### config.mk
export PLATFORM = sky130hd
export DESIGN_NAME = t01_sfx_scheduler
export DESIGN_NICKNAME = d
export VERILOG_FILES = /design/src/rtl/t01_sfx_pkg.sv /design/src/rtl/t01_sfx_tone.sv /design/src/rtl/t01_sfx_scheduler.sv
export SDC_FILE = /design/constraint.sdc
export NUM_CORES = 1
export LEC_CHECK = 0
export ABC_AREA = 1
export CAP_MARGIN = 20
export CORE_AREA = 2 2 118 120
export DETAILED_ROUTE_END_ITERATION = 10
export DIE_AREA = 0 0 120 122
export DONT_BUFFER_PORTS = 1
export PLACE_DENSITY = 0.5
export SETUP_SLACK_MARGIN = 0.4
export SLEW_MARGIN = 20
export SYNTH_ARGS = -nofsm -noshare
export SYNTH_HDL_FRONTEND = slang
export SYNTH_SLANG_ARGS = --single-unit
### constraint.sdc
create_clock -name clk -period 3.12 [get_ports clk]
set_input_delay 0.468 -clock clk [delete_from_list [all_inputs] [get_ports clk]]
set_output_delay 0.468 -clock clk [all_outputs]
set_load 0.05 [all_outputs]
### src/rtl/t01_sfx_pkg.sv
// Shared definitions for the sound-effect scheduler: FSM states, effect IDs
// and the per-effect step/tick/half-period table.
package t01_sfx_pkg;

    typedef enum logic [1:0] {
        S_IDLE = 2'd0,
        S_PLAY = 2'd1,
        S_GAP  = 2'd2
    } state_e;

    typedef enum logic [1:0] {
        SFX_DROP    = 2'd0,
        SFX_CLEAR12 = 2'd1,
        SFX_CLEAR3  = 2'd2,
        SFX_CLEAR4  = 2'd3
    } sfx_id_e;

    localparam int HP_W   = 12;
    localparam int STEP_W = 2;
    localparam int TPS_W  = 3;

    // Half period of the tone, in clk cycles, for a given effect and step.
    function automatic logic [HP_W-1:0] half_period(input logic [1:0] id, input logic [STEP_W-1:0] step);
        logic [HP_W-1:0] hp;
        case ({id, step})
            {SFX_CLEAR12, 2'd0}: hp = 12'd3000;
            {SFX_CLEAR12, 2'd1}: hp = 12'd2500;
            {SFX_CLEAR12, 2'd2}: hp = 12'd2000;
            {SFX_CLEAR3,  2'd0}: hp = 12'd3000;
            {SFX_CLEAR3,  2'd1}: hp = 12'd2500;
            {SFX_CLEAR3,  2'd2}: hp = 12'd2000;
            {SFX_CLEAR3,  2'd3}: hp = 12'd1500;
            {SFX_CLEAR4,  2'd0}: hp = 12'd2000;
            {SFX_CLEAR4,  2'd1}: hp = 12'd1500;
            {SFX_CLEAR4,  2'd2}: hp = 12'd1000;
            {SFX_CLEAR4,  2'd3}: hp = 12'd750;
            default:             hp = 12'd4000;
        endcase
        return hp;
    endfunction

    function automatic logic [STEP_W-1:0] last_step(input logic [1:0] id);
        case (id)
            SFX_CLEAR12: return 2'd2;
            SFX_CLEAR3:  return 2'd3;
            SFX_CLEAR4:  return 2'd3;
            default:     return 2'd0;
        endcase
    endfunction

    function automatic logic [TPS_W-1:0] ticks_per_step(input logic [1:0] id);
        return (id == SFX_CLEAR4) ? 3'd6 : 3'd4;
    endfunction

    function automatic logic [1:0] highest(input logic [3:0] v);
        if (v[3])      return 2'd3;
        else if (v[2]) return 2'd2;
        else if (v[1]) return 2'd1;
        else           return 2'd0;
    endfunction

endpackage

### src/rtl/t01_sfx_tone.sv
// Square-wave tone generator: counts clk cycles and flips the level every
// half period; can be parked high, restarted from level 0, or re-phased.
module t01_sfx_tone
    import t01_sfx_pkg::*;
(
    input  logic            clk,
    input  logic            rst,
    input  logic            clear_i,
    input  logic            load_i,
    input  logic            restart_i,
    input  logic            en_i,
    input  logic [HP_W-1:0] half_period_i,
    output logic            level_o
);

    logic [HP_W-1:0] cnt_q;
    logic            level_q;

    // Restart clears only the count so a shorter next half period cannot be overrun.
    always_ff @(posedge clk or posedge rst) begin
        if (rst) begin
            cnt_q   <= '0;
            level_q <= 1'b1;
        end else if (clear_i) begin
            cnt_q   <= '0;
            level_q <= 1'b1;
        end else if (load_i) begin
            cnt_q   <= '0;
            level_q <= 1'b0;
        end else if (restart_i) begin
            cnt_q   <= '0;
        end else if (en_i) begin
            if (cnt_q == half_period_i - 12'd1) begin
                cnt_q   <= '0;
                level_q <= ~level_q;
            end else begin
                cnt_q   <= cnt_q + 12'd1;
            end
        end
    end

    assign level_o = level_q;

endmodule

### src/rtl/t01_sfx_scheduler.sv
// Sound-effect scheduler: plays prioritised effects over the background
// music, with preemption, a one-tick gap between queued effects and abort.
module t01_sfx_scheduler
    import t01_sfx_pkg::*;
#(
    parameter int TICK_DIV = 100000
) (
    input  logic       clk,
    input  logic       rst,
    input  logic [3:0] sfx_req,
    input  logic       gameover,
    input  logic       music_in,
    output logic       audio_out,
    output logic       busy,
    output logic [1:0] active_id,
    output logic       sfx_done
);

    localparam int TICK_W = (TICK_DIV > 1) ? $clog2(TICK_DIV) : 1;
    localparam logic [TICK_W-1:0] TICK_LAST = TICK_W'(TICK_DIV - 1);

    state_e            state_q, state_d;
    logic [3:0]        pending_q, pending_d;
    logic [1:0]        id_q, id_d;
    logic [STEP_W-1:0] step_q, step_d;
    logic [TPS_W-1:0]  tps_q, tps_d;
    logic [TICK_W-1:0] tick_cnt_q, tick_cnt_d;
    logic              busy_q, done_q, done_d;

    logic              tick;
    logic              start_en;
    logic [1:0]        start_id;
    logic [1:0]        req_top;
    logic [3:0]        merged;
    logic              tone_clear, tone_load, tone_restart, tone_en, tone_level;
    logic [HP_W-1:0]   hp_cur;

    assign tick    = (tick_cnt_q == TICK_LAST);
    assign req_top = highest(sfx_req);
    assign merged  = pending_q | sfx_req;
    assign hp_cur  = half_period(id_q, step_q);
    assign tone_en = (state_q == S_PLAY);

    // Next-state logic; a start from any state funnels through start_en/start_id.
    always_comb begin
        state_d      = state_q;
        pending_d    = pending_q;
        id_d         = id_q;
        step_d       = step_q;
        tps_d        = tps_q;
        tick_cnt_d   = tick_cnt_q;
        done_d       = 1'b0;
        start_en     = 1'b0;
        start_id     = 2'd0;
        tone_clear   = 1'b0;
        tone_restart = 1'b0;

        if (gameover) begin
            state_d    = S_IDLE;
            pending_d  = '0;
            id_d       = 2'd0;
            step_d     = '0;
            tps_d      = '0;
            tick_cnt_d = '0;
            tone_clear = 1'b1;
        end else begin
            case (state_q)
                S_IDLE: begin
                    if (|sfx_req) begin
                        start_en  = 1'b1;
                        start_id  = req_top;
                        pending_d = sfx_req & ~(4'b0001 << req_top);
                    end
                end
                S_PLAY: begin
                    if ((|sfx_req) && (req_top > id_q)) begin
                        start_en  = 1'b1;
                        start_id  = req_top;
                        pending_d = merged & ~(4'b0001 << req_top) & ~(4'b0001 << id_q);
                    end else begin
                        pending_d  = merged & ~(4'b0001 << id_q);
                        tick_cnt_d = tick ? '0 : tick_cnt_q + TICK_W'(1);
                        if (tick) begin
                            if (tps_q == ticks_per_step(id_q) - TPS_W'(1)) begin
                                tps_d = '0;
                                if (step_q == last_step(id_q)) begin
                                    done_d     = 1'b1;
                                    step_d     = '0;
                                    tone_clear = 1'b1;
                                    state_d    = (|pending_d) ? S_GAP : S_IDLE;
                                    id_d       = (|pending_d) ? highest(pending_d) : 2'd0;
                                end else begin
                                    step_d       = step_q + STEP_W'(1);
                                    tone_restart = 1'b1;
                                end
                            end else begin
                                tps_d = tps_q + TPS_W'(1);
                            end
                        end
                    end
                end
                S_GAP: begin
                    pending_d  = merged;
                    id_d       = highest(merged);
                    tick_cnt_d = tick ? '0 : tick_cnt_q + TICK_W'(1);
                    if (tick) begin
                        start_en  = 1'b1;
                        start_id  = highest(merged);
                        pending_d = merged & ~(4'b0001 << highest(merged));
                    end
                end
                default: begin
                    state_d = S_IDLE;
                end
            endcase

            if (start_en) begin
                state_d    = S_PLAY;
                id_d       = start_id;
                step_d     = '0;
                tps_d      = '0;
                tick_cnt_d = '0;
            end
        end
    end

    assign tone_load = start_en;

    always_ff @(posedge clk or posedge rst) begin
        if (rst) begin
            state_q    <= S_IDLE;
            pending_q  <= '0;
            id_q       <= 2'd0;
            step_q     <= '0;
            tps_q      <= '0;
            tick_cnt_q <= '0;
            busy_q     <= 1'b0;
            done_q     <= 1'b0;
        end else begin
            state_q    <= state_d;
            pending_q  <= pending_d;
            id_q       <= id_d;
            step_q     <= step_d;
            tps_q      <= tps_d;
            tick_cnt_q <= tick_cnt_d;
            busy_q     <= (state_d != S_IDLE);
            done_q     <= done_d;
        end
    end

    t01_sfx_tone u_tone (
        .clk           (clk),
        .rst           (rst),
        .clear_i       (tone_clear),
        .load_i        (tone_load),
        .restart_i     (tone_restart),
        .en_i          (tone_en),
        .half_period_i (hp_cur),
        .level_o       (tone_level)
    );

    // Music passes through whenever no effect owns the speaker or the game is over.
    assign audio_out = gameover            ? music_in   :
                       (state_q == S_PLAY) ? tone_level :
                       (state_q == S_GAP)  ? 1'b1       : music_in;
    assign busy      = busy_q;
    assign active_id = id_q;
    assign sfx_done  = done_q;

endmodule

==> impl_metrics.toml <==
[worst_setup_path]
crit_arrival_ns = 2.07
start_kind = "register"
r2r-start = "step_q[1]$_DFFE_PP0P_"
end_kind = "output port"
crit_fanout = 7
reg2reg_depth = 19
required_ns = 2.65
rr_endpoint = "u_tone.cnt_q[5]$_DFFE_PP0P_"
reg2reg_slack_ns = 0.61
crit_type = "register to output port"

[yosys]
synth_cell_type_count = 40
yosysSeqAreaShare = 0.279
netlist_area_um2 = 4040
ys.flop_type = "dfrtp_1"
async_flop_share = 1.00
synth_edf_count = 0
avgSynthCellArea_um2 = 6.48
ys_seq_elements = 45
syn-instance-count = 623
synth_nets = 649
ys_warn_count = 0

[placed_design]
io_buffers = 0
post-dp-hpwl_um = 8060
gp_congestion = 0.914

[clocking]
cts-root-buf = "clkbuf_16"
clockBufferDepth = 2
cts_sinks = 45
cts_tree = "done"
htreeDepth = 2
ctsHoldBuffers = 0
insertion_delay_ns = 0.31
clk_pin_slew_worst_paths_ns = 0.08
numCtsBuffers = 5

[timing]
finalCritPeriodShare = 0.813
fin_skew_ns = 0.0146
tns_ns = 0
setup_violations = 0
timing.slew.headroom = 0.422
timing.hold.ws_ns = 0.179
post-route-min-period_ns = 2.54
hold_violations = 0
worstMarginPinSlew_ns = 0.868
slew_violations = 0
rsz0062_at_grt = "false"
fmax_ghz = 0.394

[floorplan]
start_util = 0.299
rows = 43
fp.dieW_um = 120
core_area_um2 = 13500
dieHeight_um = 122
num_io_pins = 13
dieArea_um2 = 14600

[global_routing]
grtUsageMet2 = 0.245
grt_overflow_total = 0
grt_pass1_wl_um = 18100
grt_use_met3 = 0.0384
grt_pass1_vias = 3712
gr-max-usage-layer = "met2"
track_usage = 0.154
grt_max_degree = 46
antenna_found_initial = 0
met1_usage = 0.205

[finish]
mostFrequentLayoutCells = "191 x nand2_1, 69 x nand3_1, 68 x inv_1"
drive_gt1_frac = 0.123
fin_util = 0.329
multiInputGateArea_um2 = 2530
num-nets-final = 650
syn_to_final_growth_pct = 10.1
diodes = 0
nFillCells = 1475
final_common_cell = "nand2_1"
final-seq-area_um2 = 1130

[hold_path]
hp-class = "primary input to async pin"

[flow_run]
cap_viol_max_count = 0

[route]
vias = 3951
dr.pass1.iters = 5
via_per_inst = 4.91
routed_wirelength_um = 10800
wl_per_cell_um = 13.4
remaining_drc_errors = 0
ant_nets = 0
drt_iter0_drc = 261

[power_and_ir_drop]
p_leak_nw = 2.07
p_total_mw = 2.23
p_per_area_nw_per_um2 = 502
irDropWorstVdd_mv = 0.199

[status]
status = "finished clean"
worst max-delay path: stages, from the launching register on:
cell	delay (ns)
dfrtp_1	0.43
inv_1	0.15
ha_1	0.34
inv_1	0.18
nor2_2	0.21
inv_1	0.10
nor2_1	0.09
nor2_1	0.06
buf_4	0.19
stage by stage:
stage,setup slack (ns),cell area (um^2),std cells
floorplan,0.556,4040,623
global placement,0.376,4220,794
detailed placement,0.364,4220,794
CTS,0.449,4400,802
global route,0.432,4450,805
finish,0.585,4450,805
state kept, by name, summed over array words and instances, names as in the netlist:
name,cells
tick_cnt_q,17
u_tone.cnt_q,12
pending_q,4
tps_q,3
active_id,2
state_q,2
step_q,2
busy,1
sfx_done,1
u_tone.level_o,1
cell type report:
cell class / count / area share
clock buffer: 5 / 0.0281
clock inverter: 3 / 0.0113
inverter: 77 / 0.0669
multi-input combinational: 484 / 0.569
sequential: 45 / 0.254
tap: 180 / 0.0506
timing repair buffer: 11 / 0.0194
power by group:
group          switching (mW)  total (mW)  internal [mW]  leakage (nW)
registers              0.0700       0.700          0.630         0.609
logic                   0.612       0.871          0.259          1.38
clock network           0.275       0.661          0.386        0.0859
total                   0.957        2.23           1.27          2.07
Yosys cell counts, types with 4 or more instances:
master,number,share of area
nand2_2,6,0.0093
inv_1,70,0.065
nand4_1,26,0.040
o21ai_2,5,0.011
nand3_1,69,0.085
nor3_1,10,0.012
buf_2,9,0.011
dfrtp_1,44,0.27
nand2_1,192,0.18
nor2_1,59,0.055
a21oi_2,9,0.020
o21ai_1,23,0.028
inv_2,5,0.0046
nor4_1,4,0.0062
ha_1,18,0.056
a21oi_1,8,0.0099
nor2_2,6,0.0093
xor2_1,7,0.015
o21ai_0,15,0.019
cells by family (layout without fill, tap and decap cells):
family                     count (synthesis)  in the layout  synth area share
adders and majority gates                 18             18            0.0557
buffers and inverters                     95             96             0.101
xor gates and xnor gates                  10             10            0.0217
DFF                                       45             45             0.279
AOI/OAI and AO/OA                         69             69             0.108
and+or+nand+nor                          386            387             0.435
how the worst max path moves through the flow:
stage                             start  slack, ns                           end  cells past startpoint
5_1_grt           step_q[1]$_DFFE_PP0P_       0.43   u_tone.cnt_q[4]$_DFFE_PP0P_                     19
2_1_floorplan  active_id[1]$_DFFE_PP0P_       0.56  u_tone.cnt_q[10]$_DFFE_PP0P_                     19
6_report           state_q[1]$_DFF_PP0_       0.58                     audio_out                      8
4_1_cts           step_q[1]$_DFFE_PP0P_       0.45   u_tone.cnt_q[2]$_DFFE_PP0P_                     19
3_3_place_gp   active_id[0]$_DFFE_PP0P_       0.38   u_tone.cnt_q[2]$_DFFE_PP0P_                     15
3_5_place_dp   active_id[0]$_DFFE_PP0P_       0.36   u_tone.cnt_q[2]$_DFFE_PP0P_                     15
what timing repair did:
| action | in CTS | in global routing |
|---|---|---|
| pin swaps | 0 | 2 |
| setup endpoints to repair | 11 | 13 |
| cloned | 0 | 1 |
| gates resized for setup | 2 | 9 |
| buffers inserted | 0 | 2 |
metal layers:
layer,vias up,share of wire,wire length [um]
li1,2039,-,-
met1,1825,0.49,5300
met2,75,0.45,4810
met3,12,0.044,475
met4,0,0.018,191
met5,-,0,0
(Power assumes the default switching activity.)
